File: src/rtl/ali_dmod_pkg.sv
// Shared constants and helpers for the ALI demodulator control slave:
// register offsets, FSM encodings, address decode and byte-strobe merge.
package ali_dmod_pkg;

    localparam int          REG_ADDR_W = 12;
    localparam int          REG_DATA_W = 32;
    localparam int          REG_STRB_W = REG_DATA_W / 8;

    localparam logic [11:0] ADDR_ARG0  = 12'h010;
    localparam logic [11:0] ADDR_ARG1  = 12'h018;
    localparam logic [11:0] ADDR_ARG2  = 12'h020;

    localparam logic [1:0]  WR_IDLE    = 2'd0;
    localparam logic [1:0]  WR_DATA    = 2'd1;
    localparam logic [1:0]  WR_RESP    = 2'd2;
    localparam logic [1:0]  WR_RST     = 2'd3;

    localparam logic [1:0]  RD_IDLE    = 2'd0;
    localparam logic [1:0]  RD_DATA    = 2'd1;
    localparam logic [1:0]  RD_RST     = 2'd3;

    localparam logic [1:0]  RESP_OKAY  = 2'b00;

    typedef enum logic [1:0] {
        SEL_ARG0 = 2'd0,
        SEL_ARG1 = 2'd1,
        SEL_ARG2 = 2'd2,
        SEL_NONE = 2'd3
    } reg_sel_e;

    // Map a word address (byte address bits [11:2]) onto a register select.
    function automatic reg_sel_e decode_word(input logic [9:0] word);
        reg_sel_e sel;
        sel = SEL_NONE;
        if (word == ADDR_ARG0[11:2]) begin
            sel = SEL_ARG0;
        end else if (word == ADDR_ARG1[11:2]) begin
            sel = SEL_ARG1;
        end else if (word == ADDR_ARG2[11:2]) begin
            sel = SEL_ARG2;
        end else begin
            sel = SEL_NONE;
        end
        return sel;
    endfunction

    // Replace only the bytes whose strobe bit is set.
    function automatic logic [REG_DATA_W-1:0] merge_bytes(
        input logic [REG_DATA_W-1:0] old_v,
        input logic [REG_DATA_W-1:0] new_v,
        input logic [REG_STRB_W-1:0] strb
    );
        logic [REG_DATA_W-1:0] merged;
        merged = old_v;
        for (int i = 0; i < REG_STRB_W; i++) begin
            if (strb[i]) begin
                merged[8*i +: 8] = new_v[8*i +: 8];
            end else begin
                merged[8*i +: 8] = old_v[8*i +: 8];
            end
        end
        return merged;
    endfunction

endpackage

File: src/rtl/ali_dmod_control_s_axi.sv
// AXI4-Lite register slave: independent write (AW -> W -> B) and read
// (AR -> R) FSMs plus the three ARG configuration registers.
module ali_dmod_control_s_axi
    import ali_dmod_pkg::*;
(
    input  logic                  clk,
    input  logic                  rst,
    input  logic                  awvalid,
    output logic                  awready,
    input  logic [REG_ADDR_W-1:0] awaddr,
    input  logic                  wvalid,
    output logic                  wready,
    input  logic [REG_DATA_W-1:0] wdata,
    input  logic [REG_STRB_W-1:0] wstrb,
    output logic                  bvalid,
    input  logic                  bready,
    output logic [1:0]            bresp,
    input  logic                  arvalid,
    output logic                  arready,
    input  logic [REG_ADDR_W-1:0] araddr,
    output logic                  rvalid,
    input  logic                  rready,
    output logic [REG_DATA_W-1:0] rdata,
    output logic [1:0]            rresp,
    output logic [REG_DATA_W-1:0] arg0,
    output logic [REG_DATA_W-1:0] arg1,
    output logic [REG_DATA_W-1:0] arg2,
    output logic [1:0]            wstate
);

    logic [1:0]            wstate_q, wstate_d;
    logic [9:0]            waddr_q, waddr_d;
    logic                  awready_q, awready_d;
    logic                  wready_q, wready_d;
    logic                  bvalid_q, bvalid_d;
    logic [REG_DATA_W-1:0] arg0_q, arg0_d;
    logic [REG_DATA_W-1:0] arg1_q, arg1_d;
    logic [REG_DATA_W-1:0] arg2_q, arg2_d;
    logic [1:0]            rstate_q, rstate_d;
    logic                  arready_q, arready_d;
    logic                  rvalid_q, rvalid_d;
    logic [REG_DATA_W-1:0] rdata_q, rdata_d;

    // Byte-lane bits of the address never take part in decode.
    logic unused_addr_lsb;
    assign unused_addr_lsb = ^{awaddr[1:0], araddr[1:0]};

    // Write FSM next state, register update and registered handshake flags.
    always_comb begin
        wstate_d = wstate_q;
        waddr_d  = waddr_q;
        arg0_d   = arg0_q;
        arg1_d   = arg1_q;
        arg2_d   = arg2_q;
        case (wstate_q)
            WR_RST: begin
                wstate_d = WR_IDLE;
            end
            WR_IDLE: begin
                if (awvalid) begin
                    wstate_d = WR_DATA;
                    waddr_d  = awaddr[11:2];
                end else begin
                    wstate_d = WR_IDLE;
                end
            end
            WR_DATA: begin
                if (wvalid) begin
                    wstate_d = WR_RESP;
                    case (decode_word(waddr_q))
                        SEL_ARG0: arg0_d = merge_bytes(arg0_q, wdata, wstrb);
                        SEL_ARG1: arg1_d = merge_bytes(arg1_q, wdata, wstrb);
                        SEL_ARG2: arg2_d = merge_bytes(arg2_q, wdata, wstrb);
                        default:  arg0_d = arg0_q;
                    endcase
                end else begin
                    wstate_d = WR_DATA;
                end
            end
            WR_RESP: begin
                if (bready) begin
                    wstate_d = WR_IDLE;
                end else begin
                    wstate_d = WR_RESP;
                end
            end
            default: begin
                wstate_d = WR_RST;
            end
        endcase
        // Handshake flags follow the next state so they leave a flop.
        awready_d = (wstate_d == WR_IDLE);
        wready_d  = (wstate_d == WR_DATA);
        bvalid_d  = (wstate_d == WR_RESP);
    end

    // Read FSM next state and read-data capture at AR acceptance.
    always_comb begin
        rstate_d = rstate_q;
        rdata_d  = rdata_q;
        case (rstate_q)
            RD_RST: begin
                rstate_d = RD_IDLE;
            end
            RD_IDLE: begin
                if (arvalid) begin
                    rstate_d = RD_DATA;
                    // Uses current register values, so a same-cycle write
                    // to the same register is seen as its old value.
                    case (decode_word(araddr[11:2]))
                        SEL_ARG0: rdata_d = arg0_q;
                        SEL_ARG1: rdata_d = arg1_q;
                        SEL_ARG2: rdata_d = arg2_q;
                        default:  rdata_d = 32'h0000_0000;
                    endcase
                end else begin
                    rstate_d = RD_IDLE;
                end
            end
            RD_DATA: begin
                if (rready) begin
                    rstate_d = RD_IDLE;
                end else begin
                    rstate_d = RD_DATA;
                end
            end
            default: begin
                rstate_d = RD_RST;
            end
        endcase
        arready_d = (rstate_d == RD_IDLE);
        rvalid_d  = (rstate_d == RD_DATA);
    end

    // State, handshake and register flops with synchronous reset.
    always_ff @(posedge clk) begin
        if (rst) begin
            wstate_q  <= WR_RST;
            waddr_q   <= 10'd0;
            awready_q <= 1'b0;
            wready_q  <= 1'b0;
            bvalid_q  <= 1'b0;
            arg0_q    <= 32'h0000_0000;
            arg1_q    <= 32'h0000_0000;
            arg2_q    <= 32'h0000_0000;
            rstate_q  <= RD_RST;
            arready_q <= 1'b0;
            rvalid_q  <= 1'b0;
            rdata_q   <= 32'h0000_0000;
        end else begin
            wstate_q  <= wstate_d;
            waddr_q   <= waddr_d;
            awready_q <= awready_d;
            wready_q  <= wready_d;
            bvalid_q  <= bvalid_d;
            arg0_q    <= arg0_d;
            arg1_q    <= arg1_d;
            arg2_q    <= arg2_d;
            rstate_q  <= rstate_d;
            arready_q <= arready_d;
            rvalid_q  <= rvalid_d;
            rdata_q   <= rdata_d;
        end
    end

    assign awready = awready_q;
    assign wready  = wready_q;
    assign bvalid  = bvalid_q;
    assign bresp   = RESP_OKAY;
    assign arready = arready_q;
    assign rvalid  = rvalid_q;
    assign rdata   = rdata_q;
    assign rresp   = RESP_OKAY;
    assign arg0    = arg0_q;
    assign arg1    = arg1_q;
    assign arg2    = arg2_q;
    assign wstate  = wstate_q;

endmodule

File: src/rtl/ali_dmod_ctrl.sv
// ALI demodulator control block: wraps the AXI4-Lite register slave and
// exposes the write FSM state as the internal signal `wstate` for debug.
module ali_dmod_ctrl
    import ali_dmod_pkg::*;
#(
    parameter int C_S_AXI_CONTROL_ADDR_WIDTH = 12,
    parameter int C_S_AXI_CONTROL_DATA_WIDTH = 32,
    parameter int C_OUT_TDATA_WIDTH          = 64,
    parameter int C_IN_TDATA_WIDTH           = 64,
    parameter int C_TUSER_WIDTH              = 8
)
(
    input  logic                                    ap_clk,
    input  logic                                    ap_rst_n,
    input  logic                                    s_axi_control_awvalid,
    output logic                                    s_axi_control_awready,
    input  logic [C_S_AXI_CONTROL_ADDR_WIDTH-1:0]   s_axi_control_awaddr,
    input  logic                                    s_axi_control_wvalid,
    output logic                                    s_axi_control_wready,
    input  logic [C_S_AXI_CONTROL_DATA_WIDTH-1:0]   s_axi_control_wdata,
    input  logic [C_S_AXI_CONTROL_DATA_WIDTH/8-1:0] s_axi_control_wstrb,
    output logic                                    s_axi_control_bvalid,
    input  logic                                    s_axi_control_bready,
    output logic [1:0]                              s_axi_control_bresp,
    input  logic                                    s_axi_control_arvalid,
    output logic                                    s_axi_control_arready,
    input  logic [C_S_AXI_CONTROL_ADDR_WIDTH-1:0]   s_axi_control_araddr,
    output logic                                    s_axi_control_rvalid,
    input  logic                                    s_axi_control_rready,
    output logic [C_S_AXI_CONTROL_DATA_WIDTH-1:0]   s_axi_control_rdata,
    output logic [1:0]                              s_axi_control_rresp,
    output logic [31:0]                             reg_arg0,
    output logic [31:0]                             reg_arg1,
    output logic [31:0]                             reg_arg2
);

    // Stream widths are reserved for a later datapath revision.
    localparam int RSVD_W = C_OUT_TDATA_WIDTH + C_IN_TDATA_WIDTH + C_TUSER_WIDTH;

    logic [1:0] wstate;
    logic       unused_dbg;
    assign unused_dbg = ^{wstate, RSVD_W[0]};

    // ap_rst_n keeps its legacy name but is active-high: 1 = reset.
    ali_dmod_control_s_axi inst_control_s_axi (
        .clk     (ap_clk),
        .rst     (ap_rst_n),
        .awvalid (s_axi_control_awvalid),
        .awready (s_axi_control_awready),
        .awaddr  (s_axi_control_awaddr),
        .wvalid  (s_axi_control_wvalid),
        .wready  (s_axi_control_wready),
        .wdata   (s_axi_control_wdata),
        .wstrb   (s_axi_control_wstrb),
        .bvalid  (s_axi_control_bvalid),
        .bready  (s_axi_control_bready),
        .bresp   (s_axi_control_bresp),
        .arvalid (s_axi_control_arvalid),
        .arready (s_axi_control_arready),
        .araddr  (s_axi_control_araddr),
        .rvalid  (s_axi_control_rvalid),
        .rready  (s_axi_control_rready),
        .rdata   (s_axi_control_rdata),
        .rresp   (s_axi_control_rresp),
        .arg0    (reg_arg0),
        .arg1    (reg_arg1),
        .arg2    (reg_arg2),
        .wstate  (wstate)
    );

endmodule

File: config.mk
export PLATFORM = sky130hd
export DESIGN_NAME = ali_dmod_ctrl
export DESIGN_NICKNAME = d
export VERILOG_FILES = /design/src/rtl/ali_dmod_pkg.sv /design/src/rtl/ali_dmod_control_s_axi.sv /design/src/rtl/ali_dmod_ctrl.sv
export SDC_FILE = /design/constraint.sdc
export NUM_CORES = 1
export LEC_CHECK = 0
export CAP_MARGIN = 20
export CORE_MARGIN = 2
export CORE_UTILIZATION = 45
export CTS_CLUSTER_SIZE = 20
export DETAILED_ROUTE_END_ITERATION = 10
export PLACE_DENSITY = 0.87
export SETUP_SLACK_MARGIN = 0.02
export SLEW_MARGIN = 20
export SYNTH_ARGS = -nofsm -noshare
export SYNTH_HDL_FRONTEND = slang
export SYNTH_HIERARCHICAL = 1
export SYNTH_SLANG_ARGS = --single-unit
File: constraint.sdc
create_clock -name ap_clk -period 2.13 [get_ports ap_clk]
set_input_delay 0.426 -clock ap_clk [delete_from_list [all_inputs] [get_ports ap_clk]]
set_output_delay 0.426 -clock ap_clk [all_outputs]
set_load 0.01 [all_outputs]
==> results of run 1 <==
## cell families after synthesis
family	share of synthesized area [%]
multiplexers	15.1
flip-flops	42.0
AO/OA/AOI/OAI	6.40
AND/OR/NAND/NOR	31.8
other	0.0535
buffers and inverters	4.61
## metrics by stage
step                instances  hold slack [ns]  setup WS, ns
finish                   1045            0.483         0.315
CTS                      1045            0.487         0.307
detailed placement       1015            0.474        0.0452
floorplan                 675            0.448         0.658
global route             1045            0.511         0.268
global placement         1015            0.470        0.0730
## tightest hold or removal path: cells and delay by family (launching register included)
kind             cells  cell delay, ns
muxes                1            0.06
and+or+nand+nor      1            0.07
DFF                  1            0.31
## cells in the mapped netlist (2+ instances only)
master	instances
nand3b_1	32
and4b_1	8
nor2_1	12
buf_4	5
and4bb_2	4
or3_1	2
nand4_4	8
and3b_1	2
nor3b_1	2
mux2i_1	106
nor4bb_1	64
inv_1	3
buf_6	5
dfxtp_1	147
nand2b_1	130
clkbuf_1	46
and4_1	4
nor4_1	2
clkbuf_2	3
buf_2	6
a21oi_1	3
a211oi_1	32
o21ai_0	33
## cell type report
cell class                 count  area share, %
inverter                       3          0.115
timing repair buffer         217           22.5
clock buffer                  26           5.11
multi-input combinational    460           38.5
sequential                   147           30.1
tap                          188           2.41
clock inverter                 4           1.23
## registers in the layout, indices dropped and copies added, names as in the netlist, 2 cells and up
name                         cells
inst_control_s_axi/arg0         32
inst_control_s_axi/arg1         32
inst_control_s_axi/arg2         32
inst_control_s_axi/rdata        32
inst_control_s_axi/rstate_q      2
inst_control_s_axi/waddr_q      10
inst_control_s_axi/wstate        2
## per-layer routing
metal | wire length (µm) | vias up | track usage [%]
met4 | 267 | 0 | 7.99
met3 | 1190 | 26 | 5.16
met2 | 9150 | 193 | 38.3
met5 | 0 | - | 0
li1 | - | 2767 | -
met1 | 8360 | 2825 | 29.5
## path summary, 6_finish.rpt
check                                      startpoint                                       to  slack [ns]  cells past startpoint
max          inst_control_s_axi/arg2[21]$_SDFFE_PP0P_                             reg_arg2[21]        0.31                      1
min           inst_control_s_axi/arg0[7]$_SDFFE_PP0P_  inst_control_s_axi/arg0[7]$_SDFFE_PP0P_        0.48                      2
max reg2reg   inst_control_s_axi/wstate[0]$_SDFF_PP1_  inst_control_s_axi/arg2[5]$_SDFFE_PP0P_        0.41                      5
min reg2reg   inst_control_s_axi/arg0[7]$_SDFFE_PP0P_  inst_control_s_axi/arg0[7]$_SDFFE_PP0P_        0.48                      2
## layout by cell type, fill, tap and decap left out, drive strengths merged
| cell | instances |
|---|---|
| and4bb | 4 |
| a211oi | 32 |
| conb | 4 |
| a21o | 1 |
| nor3 | 2 |
| dfxtp | 147 |
| nor4 | 2 |
| or2 | 1 |
| nand2b | 130 |
| or3 | 2 |
| or3b | 1 |
| a2111oi | 1 |
| a31oi | 1 |
| a21oi | 3 |
| o21ai | 34 |
| inv | 3 |
| nor4bb | 64 |
| nor2 | 12 |
| mux2i | 106 |
| and4b | 8 |
| nor4b | 1 |
| clkdlybuf4s50 | 191 |
| clkbuf | 26 |
| and4 | 4 |
| buf | 26 |
| nand4 | 8 |
| nor3b | 2 |
| or2b | 1 |
| nor2b | 1 |
| nand3b | 33 |
| and3b | 2 |
| bufinv | 4 |
## report_power, final
part / internal, mW / switching (mW) / total, mW
sequential: 2.77 / 0.0219 / 2.79
combinational: 0.251 / 0.234 / 0.485
clock: 2.08 / 1.09 / 3.16
==> results by group, run 1 <==
Outcome
  • Status: completed

Global route
  • Largest net degree at the start of global routing: a little over 100
  • Vias in the first global route: between 5000 and 6000
  • Initial antenna violation count: 0
  • GRT Total Usage: between 20% and 30%
  • Global-route wire length before repair: approximately 30000 µm
  • Total gr overflow: 0

Synthesis
  • Mapped Avg Cell Area: 10.4 µm²
  • Synth Flop Type: dfxtp_1
  • Yosys top cell area share: 42.0%
  • Post-synth cell types: 36
  • Synth top area cells: dfxtp_1, mux2i_1, nand2b_1, nor4bb_1, a211oi_1
  • Post-synth EDFFs: 0
  • Ys Warns: 6
  • Syn Inst Count: ~670
  • Cell taking the most area after synthesis: dfxtp_1
  • Synthesized area: 7000 µm²
  • Post-synthesis sequential area ratio: between 40% and 50%
  • Async set or reset register ratio after synthesis: 0%
  • FF+latch count, synth: about 150

Timing
  • Final Slew Violations: 0
  • Setup TNS: 0 ns
  • Clock skew: between 0.008 and 0.009 ns
  • Top achievable clock speed: about 550 MHz
  • RSZ-0062 raised after global routing: false
  • Fin. Hold Viols: 0
  • Max_slew headroom: between 60% and 70%
  • Fin crit period: between 1.5 and 2 ns
  • Tcrit/Tclk final: 85.2%
  • Worst Tran Pin Value: 0.523 ns
  • Setup-failing EPs final: 0

Floorplan
  • DIE AREA: roughly 17000 µm²
  • Chip height: around 130 µm
  • IO Count: a little over 200
  • Initial Util: between 40% and 50%
  • Row cnt: 45
  • Die width: 129 µm
  • CORE AREA: ~15000 µm²

Drt
  • Routed wire length: approximately 19000 µm
  • Antenna viol nets, final: 0
  • Drt initial violations: 331
  • Vias per cell: about 5.6
  • Vias: 5811
  • # DRC: 0
  • Wire per inst: ~18 µm
  • Pre-antenna DRT Iters: 5

Final layout
  • Layout fillers: approximately 1200
  • Fin util: 64.3%
  • Multi-input logic area: about 3800 µm²
  • Share of layout cells above drive strength 1: ~8.1%
  • Area growth syn-to-layout: 39.5%
  • Antenna cells: 0
  • Post-Layout Inst Area: between 9000 and 10000 µm²
  • Final #Nets: 913
  • Storage element area: between 2000 and 3000 µm²

Critical path
  • Worst path slowest cell: clkdlybuf4s50_1
  • Worst Setup End Kind: primary output
  • CP delay by family, top: buffers and inverters
  • Max incr delay on CP: ~0.58 ns
  • Worst setup path class: register to primary output
  • CP Cell Sequence: clkdlybuf4s50_1
  • WP data arrival: around 1.4 ns
  • CP required: approximately 1.7 ns
  • WP buf/inv: 1
  • Critical Path Source Type: register
  • CP max FO: 3

Clock tree
  • Resized Gates After CTS: 0
  • Post-CTS Hold Buffers: 0
  • H-tree depth: 4
  • Later-pin clock latency in the skew report: between 0.4 and 0.5 ns
  • CTS tree: built
  • CTS Buf Count: 17
  • Clk sinks: between 100 and 150
  • Clock transition at path regs: 0.05 ns
  • CTS Buffer Depth: 2
  • Post-CTS setup buffers: 0
  • Root Buffer: clkbuf_16

Pwr
  • Static Leak: between 3 and 4 nW
  • Max VDD drop: 0.000494 V
  • Final Power: 6.44 mW
  • Pwr per Cell Area: 659 nW/µm²

Min path
  • Min-delay worst type: register to register

Placed design
  • Buffers on Ports: just under 200
  • Global placement routability congestion: ~0.78
  • Final HPWL DP: 12800 µm
  • Placed Area: 9150 µm²

Flow run
  • Maxcap violations: 0
Note: power is estimated with default switching activity, not from simulation.
==> run 2, diff against run 1 <==
==> constraint.sdc (replaced) <==
create_clock -name ap_clk -period 2.13 [get_ports ap_clk]
set_input_delay 0.3195 -clock ap_clk [delete_from_list [all_inputs] [get_ports ap_clk]]
set_output_delay 0.3195 -clock ap_clk [all_outputs]
set_load 0.01 [all_outputs]
==> results by group, run 2 (same netlist as run 1, synthesis figures left out) <==
Outcome
  • Status: completed (unchanged)

Final layout
  • Share of layout cells above drive strength 1: 8.51% (was 8.05%)
  • Non-filler cells, final: 1046 (was 1045)
  • Antenna cells: 0 (unchanged)
  • Multi-input logic area: 3760 µm² (unchanged)
  • Most frequent cells in the layout: clkdlybuf4s50_1, dfxtp_1, nand2b_1 (unchanged)
  • Storage element area: 2940 µm² (unchanged)
  • Layout fillers: 1208 (was 1196)
  • Final #Nets: 912 (was 913)
  • Area growth syn-to-layout: 39.3% (was 39.5%)
  • Commonest non-fill, non-tap cell in the layout: clkdlybuf4s50_1 (unchanged)

Clock tree
  • H-tree depth: 4 (unchanged)
  • Post-CTS Hold Buffers: 0 (unchanged)
  • CTS Buf Count: 17 (unchanged)
  • CTS tree: built (unchanged)
  • Clk sinks: 147 (unchanged)
  • Post-CTS setup buffers: 0 (unchanged)
  • Resized Gates After CTS: 0 (unchanged)
  • CTS Buffer Depth: 2 (unchanged)
  • Later-pin clock latency in the skew report: 0.41 ns (was 0.42 ns)
  • Clock transition at path regs: 0.06 ns (was 0.05 ns)
  • Root Buffer: clkbuf_16 (unchanged)

Pwr
  • Final Power: 6.37 mW (was 6.44 mW)
  • Pwr per Cell Area: 653 nW/µm² (was 659 nW/µm²)
  • Max VDD drop: 0.000589 V (was 0.000494 V)
  • Static Leak: 3.71 nW (about the same)

Placed design
  • Placed Cells: 1014 (was 1015)
  • Global placement routability congestion: 0.784 (was 0.776)
  • Pre-CTS WS: 0.137 ns (was 0.0452 ns)
  • Buffers on Ports: 195 (unchanged)
  • Final HPWL DP: 13000 µm (was 12800 µm)

Timing
  • Worst hold slack: 0.400 ns (was 0.483 ns)
  • Worst Tran Pin Value: 0.513 ns (was 0.523 ns)
  • Slack of the critical path: 0.419 ns (was 0.315 ns)
  • Final Slew Violations: 0 (unchanged)
  • Setup-failing EPs final: 0 (unchanged)
  • RSZ-0062 raised after global routing: false (unchanged)
  • Max_slew headroom: 65.8% (was 65.1%)
  • Clock skew: 0.0114 ns (was 0.00808 ns)
  • Setup TNS: 0 ns (unchanged)
  • Tcrit/Tclk final: 80.3% (was 85.2%)
  • Fin crit period: 1.71 ns (was 1.82 ns)
  • Top achievable clock speed: 584 MHz (was 551 MHz)
  • Fin. Hold Viols: 0 (unchanged)

Critical path
  • CP max FO: 12 (was 3)
  • WP data arrival: 2.05 ns (was 1.39 ns)
  • Worst setup path class: register to register (was register to primary output)
  • Worst path slowest cell: dfxtp_1 (was clkdlybuf4s50_1)
  • CP Cell Sequence: nor4b_4, buf_4, and4_1, buf_12, mux2i_1 (was clkdlybuf4s50_1)
  • Critical path origin: inst_control_s_axi/wstate[0]$_SDFF_PP1_ (was inst_control_s_axi/arg2[21]$_SDFFE_PP0P_)
  • Max incr delay on CP: 0.45 ns (was 0.58 ns)
  • RR Startpoint: inst_control_s_axi/wstate[0]$_SDFF_PP1_ (unchanged)
  • Worst Setup End Kind: register (was primary output)
  • Critical Path Source Type: register (unchanged)
  • CP required: 2.47 ns (was 1.70 ns)

Floorplan
  • Die width: 129 µm (unchanged)
  • DIE AREA: 16600 µm² (unchanged)
  • Row cnt: 45 (unchanged)
  • Chip height: 129 µm (unchanged)
  • Initial Util: 46.1% (unchanged)
  • CORE AREA: 15200 µm² (unchanged)
  • IO Count: 204 (unchanged)

Min path
  • Min-delay worst type: input pin to register (was register to register)
  • Min-delay src: ap_rst_n (was inst_control_s_axi/arg0[7]$_SDFFE_PP0P_)

Drt
  • Vias per cell: 5.61 (was 5.56)
  • Routed wire length: 19500 µm (was 19000 µm)
  • Pre-antenna DRT Iters: 5 (unchanged)
  • Wire per inst: 18.6 µm (was 18.2 µm)
  • Drt initial violations: 361 (was 331)
  • Antenna viol nets, final: 0 (unchanged)
  • # DRC: 0 (unchanged)
  • Vias: 5865 (was 5811)

Global route
  • Largest net degree at the start of global routing: 82 (was 101)
  • Global-route wire length before repair: 30400 µm (was 30000 µm)
  • Initial antenna violation count: 0 (unchanged)
  • Vias in the first global route: 5731 (was 5817)
  • GRT Total Usage: 23.3% (was 23.0%)
  • Total gr overflow: 0 (unchanged)

Flow run
  • Maxcap violations: 0 (unchanged)
==> run 2: final timing paths <==
check                                                  end  slack (ns)  cells after the start
setup / recovery   inst_control_s_axi/arg2[0]$_SDFFE_PP0P_        0.42                      5
setup reg to reg   inst_control_s_axi/arg2[0]$_SDFFE_PP0P_        0.42                      5
hold / removal    inst_control_s_axi/rdata[9]$_SDFFE_PP0P_        0.40                      3
hold reg to reg   inst_control_s_axi/rdata[6]$_SDFFE_PP0P_        0.48                      2
==> run 2: metal layers <==
layer / share of wire (%) / GRT usage [%] / up-vias
li1: - / - / 2783
met1: 44 / 29.5 / 2865
met3: 6.5 / 6.32 / 20
met2: 48 / 39.5 / 197
met5: 0 / 0 / -
met4: 0.98 / 5.95 / 0
==> run 2: cell type report <==
cell class / instances / share of cell area, %
multi-input combinational: 460 / 38.5
sequential: 147 / 30.2
timing repair buffer: 216 / 22.5
clock buffer: 23 / 5.00
tap: 188 / 2.41
clock inverter: 9 / 1.30
inverter: 3 / 0.115
==> run 2: per-stage QoR <==
step / util (%) / cell area, µm²
floorplan: - / 7020
CTS: 64.2 / 9760
global route: 64.2 / 9760
detailed placement: 60.1 / 9140
global placement: 60.1 / 9140
finish: 64.2 / 9760
==> run 2: critical path, delay by kind of cell, from the launching register on <==
kind	cells	cell delay (ns)
mux	1	0.19
simple gates	2	0.54
buf+inv	2	0.46
flops	1	0.45
==> run 2: where the power goes <==
| group | internal (mW) | leakage (nW) | switching [mW] |
|---|---|---|---|
| registers | 2.77 | 1.19 | 0.0226 |
| clock network | 1.96 | 0.303 | 1.13 |
| logic | 0.250 | 2.22 | 0.238 |
